### src/rtl/out_ctrl_pkg.sv
// out_ctrl_pkg: shared state encoding, packet length and flit field helpers
package out_ctrl_pkg;
  typedef enum logic [1:0] {IDLE, FETCH, WAIT_ACK, RELEASE} state_t;
  function automatic int flit_count(input int buff_bits);
    return 1 << buff_bits;
  endfunction
  function automatic int head_bit(input int size);
    return size - 1;
  endfunction
  function automatic int dest_lsb(input int size, input int chnl_bits);
    return size - 1 - chnl_bits;
  endfunction
endpackage

### src/rtl/out_ctrl_rr_arbiter.sv
// rr_arbiter: combinational round-robin pick searching upward from last_winner+1
module rr_arbiter #(
  parameter int PORTS = 5,
  localparam int IW = PORTS > 1 ? $clog2(PORTS) : 1
) (
  input  logic [PORTS-1:0] req,
  input  logic [IW-1:0]    last_winner,
  output logic [PORTS-1:0] gnt,
  output logic [IW-1:0]    idx
);
  logic [IW-1:0] p;
  logic found;
  // first requester after the previous winner, wrapping at PORTS-1
  always_comb begin
    gnt = '0;
    idx = '0;
    p = '0;
    found = 1'b0;
    for (int k = 1; k <= PORTS; k++) begin
      p = IW'((int'(last_winner) + k) % PORTS);
      if (!found && req[p]) begin
        found = 1'b1;
        gnt[p] = 1'b1;
        idx = p;
      end
    end
  end
endmodule

### src/rtl/out_ctrl.sv
// out_ctrl: output channel arbiter streaming one packet per grant over a 2-phase link
module out_ctrl
  import out_ctrl_pkg::*;
#(
  parameter int ID = 0,
  parameter int PORTS = 5,
  parameter int SIZE = 8,
  parameter int CHANNEL_BITS = 3,
  parameter int BUFF_BITS = 3
) (
  input  logic                      clk,
  input  logic                      reset,
  input  logic [PORTS-1:0]          rx_req,
  input  logic [PORTS*CHANNEL_BITS-1:0] rx_chnl,
  output logic [PORTS-1:0]          rx_gnt,
  output logic [BUFF_BITS-1:0]      buf_addr,
  input  logic [PORTS*SIZE-1:0]     buf_data,
  output logic                      ch_req,
  output logic [SIZE-1:0]           ch_flit,
  input  logic                      ch_ack
);
  localparam int FLIT_COUNT = flit_count(BUFF_BITS);
  localparam int IW = PORTS > 1 ? $clog2(PORTS) : 1;
  state_t state, state_n;
  logic [IW-1:0] winner, winner_n, last_winner, last_winner_n, arb_idx;
  logic [PORTS-1:0] valid, arb_gnt, rx_gnt_n;
  logic [BUFF_BITS-1:0] flit_idx, flit_idx_n;
  logic ch_req_n;
  logic [SIZE-1:0] ch_flit_n;
  // requests only count when aimed at this channel
  always_comb begin
    valid = '0;
    for (int i = 0; i < PORTS; i++)
      valid[i] = rx_req[i] && rx_chnl[i*CHANNEL_BITS +: CHANNEL_BITS] == CHANNEL_BITS'(ID);
  end
  rr_arbiter #(.PORTS(PORTS)) u_arb (
    .req(valid),
    .last_winner(last_winner),
    .gnt(arb_gnt),
    .idx(arb_idx)
  );
  assign buf_addr = flit_idx;
  // next-state: grant in IDLE, one flit per FETCH/WAIT_ACK round, drop grant in RELEASE
  always_comb begin
    state_n = state;
    winner_n = winner;
    last_winner_n = last_winner;
    rx_gnt_n = rx_gnt;
    flit_idx_n = flit_idx;
    ch_req_n = ch_req;
    ch_flit_n = ch_flit;
    case (state)
      IDLE: if (|valid) begin
        rx_gnt_n = arb_gnt;
        winner_n = arb_idx;
        flit_idx_n = '0;
        state_n = FETCH;
      end
      FETCH: begin
        ch_flit_n = buf_data[int'(winner)*SIZE +: SIZE];
        ch_req_n = ~ch_req;
        state_n = WAIT_ACK;
      end
      WAIT_ACK: if (ch_ack == ch_req) begin
        if (flit_idx == BUFF_BITS'(FLIT_COUNT - 1)) state_n = RELEASE;
        else begin
          flit_idx_n = flit_idx + 1'b1;
          state_n = FETCH;
        end
      end
      RELEASE: begin
        rx_gnt_n = '0;
        last_winner_n = winner;
        flit_idx_n = '0;
        state_n = IDLE;
      end
      default: state_n = IDLE;
    endcase
  end
  // state register; reset aborts any packet in flight
  always_ff @(posedge clk or posedge reset) begin
    if (reset) begin
      state <= IDLE;
      winner <= '0;
      last_winner <= IW'(PORTS - 1);
      rx_gnt <= '0;
      flit_idx <= '0;
      ch_req <= 1'b0;
      ch_flit <= '0;
    end else begin
      state <= state_n;
      winner <= winner_n;
      last_winner <= last_winner_n;
      rx_gnt <= rx_gnt_n;
      flit_idx <= flit_idx_n;
      ch_req <= ch_req_n;
      ch_flit <= ch_flit_n;
    end
  end
endmodule

### config.mk
export PLATFORM = sky130hd
export DESIGN_NAME = out_ctrl
export DESIGN_NICKNAME = d
export VERILOG_FILES = /design/src/rtl/out_ctrl_pkg.sv /design/src/rtl/out_ctrl_rr_arbiter.sv /design/src/rtl/out_ctrl.sv
export SDC_FILE = /design/constraint.sdc
export NUM_CORES = 1
export LEC_CHECK = 0
export CAP_MARGIN = 15
export CORE_ASPECT_RATIO = 1.2
export CORE_MARGIN = 2
export CORE_UTILIZATION = 46
export CTS_CLUSTER_SIZE = 28
export DETAILED_ROUTE_END_ITERATION = 10
export PLACE_DENSITY = 0.75
export SYNTH_ARGS = -nofsm -noshare
export SYNTH_HDL_FRONTEND = slang
export SYNTH_SLANG_ARGS = --single-unit
### constraint.sdc
create_clock -name clk -period 14.6 [get_ports clk]
set_input_delay 2.92 -clock clk [delete_from_list [all_inputs] [get_ports clk]]
set_output_delay 2.92 -clock clk [all_outputs]
set_load 0.02 [all_outputs]
# Yosys cells after proc, flatten, opt, wreduce, memory -nomap -nowiden
# Cells that the tools add are included.
# op_classes
div_mod_pow	5
shift	1
eq_ne	8
n_lt_le_gt_ge	10
addsub	6
n_mux	44
n_bitwise	5
reduce_logical	31
# ops
operator	count
remainder unit 32 x 4 -> 32 bit, second input constant	5
indexed part select 40 x 7 -> 8 bit	1
2-to-1 mux 5 bit	6
2-to-1 mux 3 bit	8
less-than comparator 3 x 4 -> 1 bit, second input constant	5
bitwise OR 5 bit	4
binary-select mux 1 bit (select 3 bit)	5
demux 1 bit (select 3 bit)	5
greater-or-equal comparator 3 x 1 -> 1 bit, second input constant	5
logical NOT 3 bit	5
logical AND 1 bit	14
2-to-1 mux 1 bit	14
case mux 5 bit (2 select lines)	1
case mux 3 bit (3 select lines)	1
adder 3 x 2 -> 4 bit, second input constant	2
adder 3 x 3 -> 4 bit, second input constant	2
case mux 2 bit (4 select lines)	1
2-to-1 mux 2 bit	3
!= test 2 bit, second input constant	3
AND reduction 2 bit	3
OR reduction 5 bit	1
adder 3 x 1 -> 4 bit, second input constant	1
== test 2 bit, second input constant	2
logical NOT 1 bit	4
9 further kinds	9
# totals
word_cells	117
in_bits	63
reg_bits	25

# Depth between registers and ports, before layout
# depth
depth_word	19
ltp_mapped	20

# By module
# A second synthesis with hierarchy kept.
# unflattened
cells_unflattened	422
hier_area_um2	3602.2
# by_module_without_submodules
mod	cells_per_inst	area_each_um2	instances
rr_arbiter	291	2102.0	1
out_ctrl	131	1500.2	1

# Worst setup path before layout
# Ideal clock, no wire load.
# synth_timing
kind	input port to flip-flop
start	in rx_chnl[13]
end	reg winner[1]
path_buffers	0
setup_time_ns	0.134
stages	6
arrival_time_ns	4.870
required_ns	14.466
slack_ns	9.596
path_cell_list	or4b_2 > or4_4 > nand4_1 > nor2_1 > a2111oi_0 > a21oi_1
# synth_via
elab_chain_cells	17
word_cells_on_any_way	31
classes_between	mux: 19; reduce/logical: 12
# synth_rtl
item	line	text
from (decl)	out_ctrl.sv:14	input logic [PORTS*CHANNEL_BITS-1:0] rx_chnl,
logical NOT 3 bit *	out_ctrl.sv:34	valid[i] = rx_req[i] && rx_chnl[i*CHANNEL_BITS +: CHANNEL_BITS] == CHANNEL_BITS'(ID);
logical AND 1 bit *	out_ctrl.sv:34	
binary-select mux 1 bit (select 3 bit)	out_ctrl_rr_arbiter.sv:21	if (!found && req[p]) begin
2-to-1 mux 1 bit (not written as such)	out_ctrl_rr_arbiter.sv:21	
2-to-1 mux 1 bit	out_ctrl_rr_arbiter.sv:21	
logical NOT 1 bit	out_ctrl_rr_arbiter.sv:21	
logical AND 1 bit	out_ctrl_rr_arbiter.sv:21	
2-to-1 mux 1 bit	out_ctrl_rr_arbiter.sv:21	
logical NOT 1 bit	out_ctrl_rr_arbiter.sv:21	
logical AND 1 bit	out_ctrl_rr_arbiter.sv:21	
2-to-1 mux 1 bit	out_ctrl_rr_arbiter.sv:21	
logical NOT 1 bit	out_ctrl_rr_arbiter.sv:21	
logical AND 1 bit	out_ctrl_rr_arbiter.sv:21	
2-to-1 mux 1 bit	out_ctrl_rr_arbiter.sv:21	
logical NOT 1 bit	out_ctrl_rr_arbiter.sv:21	
logical AND 1 bit	out_ctrl_rr_arbiter.sv:21	
2-to-1 mux 3 bit	out_ctrl_rr_arbiter.sv:21	
to (signal assigned)	out_ctrl.sv:92	winner <= winner_n;
to (decl)	out_ctrl.sv:25	logic [IW-1:0] winner, winner_n, last_winner, last_winner_n, arb_idx;
# Mark *: on every way between the ends. The rest lies on a longest branch, timed or not. The select of a mux whose other input is x is not followed.
# A chain may end at the register's enable or synchronous reset.

# Final worst setup path
# layout_timing
start	in rx_chnl[7]
end	reg winner[1]
# The elaborated chain is that of the path after synthesis.

==> out/metrics.yaml <==
status:
  outcome: "completed"
global_routing:
  antenna_found_initial: 0
  grt_pass1_wl_um: 15300
  grt_overflow: 0
  grt_usage: 0.247
  grt_pass1_vias: 3285
  grt_max_degree: 29
synthesis:
  synthCells: 395
  async_flop_share: 1.00
  ys_seq_elements: 25
  synthFlopType: "dfrtp_1"
  syn_area_per_cell_um2: 8.29
  yosysSeqAreaShare: 0.191
  synth_area_um2: 3280
  synth_edf_count: 0
  synthDistinctLibCells: 77
  syn-num-nets: 486
  ys_warn_count: 0
critical_path:
  cp.arrival_ns: 5.82
  crit_family: "compound AO/OA/AOI/OAI gates"
  critPathLaunchType: "input pin"
  crit_type: "input pin to flop"
  crit_fanout: 6
  slowest_delay_ns: 0.75
  worstPathCellList: "clkdlybuf4s50_1, nor4b_1, inv_1, a31o_1, a211oi_1, a311o_2, nor2_1, a2111oi_0, a21oi_1"
  critPathBufInv: 2
  crit_slowest_cell: "nor4b_1"
  crit_required_ns: 14.74
  crit_path_end_kind: "flop"
route:
  wirelength_um: 9500
  dr.pass1.iters: 5
  num_vias: 3466
  viasPerCell: 6.30
  drt_iter0_drc: 164
  routedWlPerCell_um: 17.3
  ant_nets: 0
  drc_errors: 0
cells_and_area:
  post-route-util: 0.606
  num-nets-final: 555
  drive_gt1_frac: 0.0778
  fill_cells: 621
  area_delta_synth_final_pct: 26.7
  insertedDiodeCount: 0
clock_network:
  clk_latency_ns: 0.26
  path_clk_slew_ns: 0.08
  tritoncts: "done"
  clockRootBuffer: "clkbuf_8"
  cts_max_level: 1
  clk_path_buf_depth: 2
  post_cts_buffers: 0
  holdBufCountCts: 0
  clkSinkCount: 25
  cts_resized: 0
  cts_made_buffers: 3
floorplanning:
  num_rows: 33
  dieArea_um2: 7820
  start_util: 0.478
  die_h_um: 96.4
  core_um2: 6850
  io_pins: 80
  die_w_um: 81.0
power:
  max-vdd-ir-drop_uv: 157
  cellLeakagePower_nw: 1.65
  power_density_nw_per_um2: 246
worst_hold_path:
  hold_class: "flop to flop"
sta:
  setup_viol: 0
  relSlewSlack: 0.356
  rsz0062_at_grt: "no"
  fmax_mhz: 176
  hold_viol: 0
  layout_min_cycle_time_ns: 5.68
  finalMaxSlewViolations: 0
  worst_pin_slew_ns: 0.960
  period_share: 0.389
  fin_setup_tns_ns: 0
  skew_ns: 0.00248
place:
  post-dp-hpwl_um: 7610
  port_buffers: 79
  gp_congestion: 0.968
job:
  maxCapViolCount: 0
==> logic make-up after synthesis <==
kind of cell             synth area share
AND/OR/NAND/NOR                     0.237
adder cells (fa/ha/maj)             0.107
AO/OA/AOI/OAI                       0.290
XOR/XNOR                           0.0290
buffers and inverters              0.0558
multiplexers                       0.0901
flip-flops                          0.191
==> final timing paths <==
check / start / endpoint / slack (ns) / cells past startpoint
worst max-delay path: rx_chnl[7] / winner[1] / 8.92 / 9
max in group asynchronous: reset / ch_flit[3] / 10.90 / 2
worst min register to register: ch_flit[2] / ch_flit[2] / 0.49 / 2
worst min-delay path: ch_flit[2] / ch_flit[2] / 0.49 / 2
worst max register to register: last_winner[0] / winner[2] / 9.09 / 17
min in group asynchronous: reset / buf_addr[0] / 3.15 / 2
==> sequential cells by signal (all words and copies together), names as in the netlist <==
signal	flops
ch_flit	8
winner	3
last_winner	3
state	2
buf_addr	3
rx_gnt	5
ch_req	1
==> cell usage in the layout, fill, tap and decap left out, drive strengths merged, types with 5 or more instances in the layout <==
| cell type | synthesis | routed |
|---|---|---|
| o31ai | 5 | 5 |
| a21o | 5 | 5 |
| clkdlybuf4s50 | 0 | 79 |
| nor2 | 23 | 23 |
| nand3 | 11 | 11 |
| nor2b | 6 | 6 |
| ha | 28 | 28 |
| a211oi | 6 | 6 |
| nand4 | 5 | 5 |
| a31oi | 8 | 8 |
| mux2i | 7 | 7 |
| nand2b | 14 | 14 |
| xnor2 | 8 | 8 |
| o21ai | 25 | 25 |
| o211ai | 8 | 8 |
| mux4 | 8 | 8 |
| inv | 25 | 25 |
| a22oi | 11 | 11 |
| nand2 | 31 | 31 |
| nor3 | 13 | 13 |
| dfrtp | 24 | 24 |
| nor4b | 5 | 5 |
| o21a | 5 | 5 |
| a21oi | 23 | 23 |
==> synth_stat cells (6+ instances only) <==
master / count / area, um^2
nor2b_1: 6 / 37.5
ha_1: 28 / 350
mux2i_1: 7 / 70.1
nor3_1: 13 / 65.1
xnor2_1: 7 / 61.3
inv_1: 23 / 86.3
a211oi_1: 6 / 45.0
o211ai_1: 8 / 60.1
nand2_1: 31 / 116
o21ai_0: 20 / 100
a21oi_1: 23 / 115
mux4_2: 8 / 180
a31oi_1: 8 / 50.1
nand2b_1: 14 / 87.6
nor2_1: 23 / 86.3
a22oi_1: 11 / 82.6
dfrtp_1: 24 / 601
clkbuf_1: 12 / 45.0
nand3_1: 10 / 50.1
==> metal layers <==
metal | global-route usage | part of all wire
met1 | 0.288 | 0.40
met2 | 0.452 | 0.50
met3 | 0.0251 | 0.067
met4 | 0.112 | 0.030
met5 | 0 | 0
==> final cells by class <==
| type | count | area, um^2 | share of cell area |
|---|---|---|---|
| Inverter | 25 | 93.8 | 0.0226 |
| Clock buffer | 4 | 45.0 | 0.0108 |
| Timing Repair Buffer | 82 | 811 | 0.195 |
| Sequential cell | 25 | 627 | 0.151 |
| Multi-Input combinational cell | 327 | 2470 | 0.594 |
| Tap cell | 87 | 109 | 0.0262 |
==> worst register-to-register path: cells and delay by family (launching register included) <==
family / cells / cell delay [ns]
XOR/XNOR: 2 / 0.99
buffers and inverters: 3 / 0.66
AO/OA/AOI/OAI: 6 / 1.53
flip-flops: 1 / 0.37
AND/OR/NAND/NOR: 3 / 0.91
adder cells (fa/ha/maj): 3 / 0.93
==> report_power, final <==
group | internal [mW] | switching, mW
sequential | 0.101 | 0.0417
clock | 0.0195 | 0.0204
combinational | 0.332 | 0.509
total | 0.452 | 0.571
==> metrics by stage <==
stage,total power [mW],instance area [um^2],hold slack (ns),cells,setup WS (ns)
detailed placement,0.970,4100,0.472,545,8.61
finish,1.02,4150,0.489,550,8.92
global route,1.12,4150,0.526,550,8.56
global placement,0.955,4100,0.464,545,8.69
CTS,1.01,4150,0.491,549,8.90
floorplan,0.760,3280,0.528,395,9.60
(Power assumes the default switching activity.)
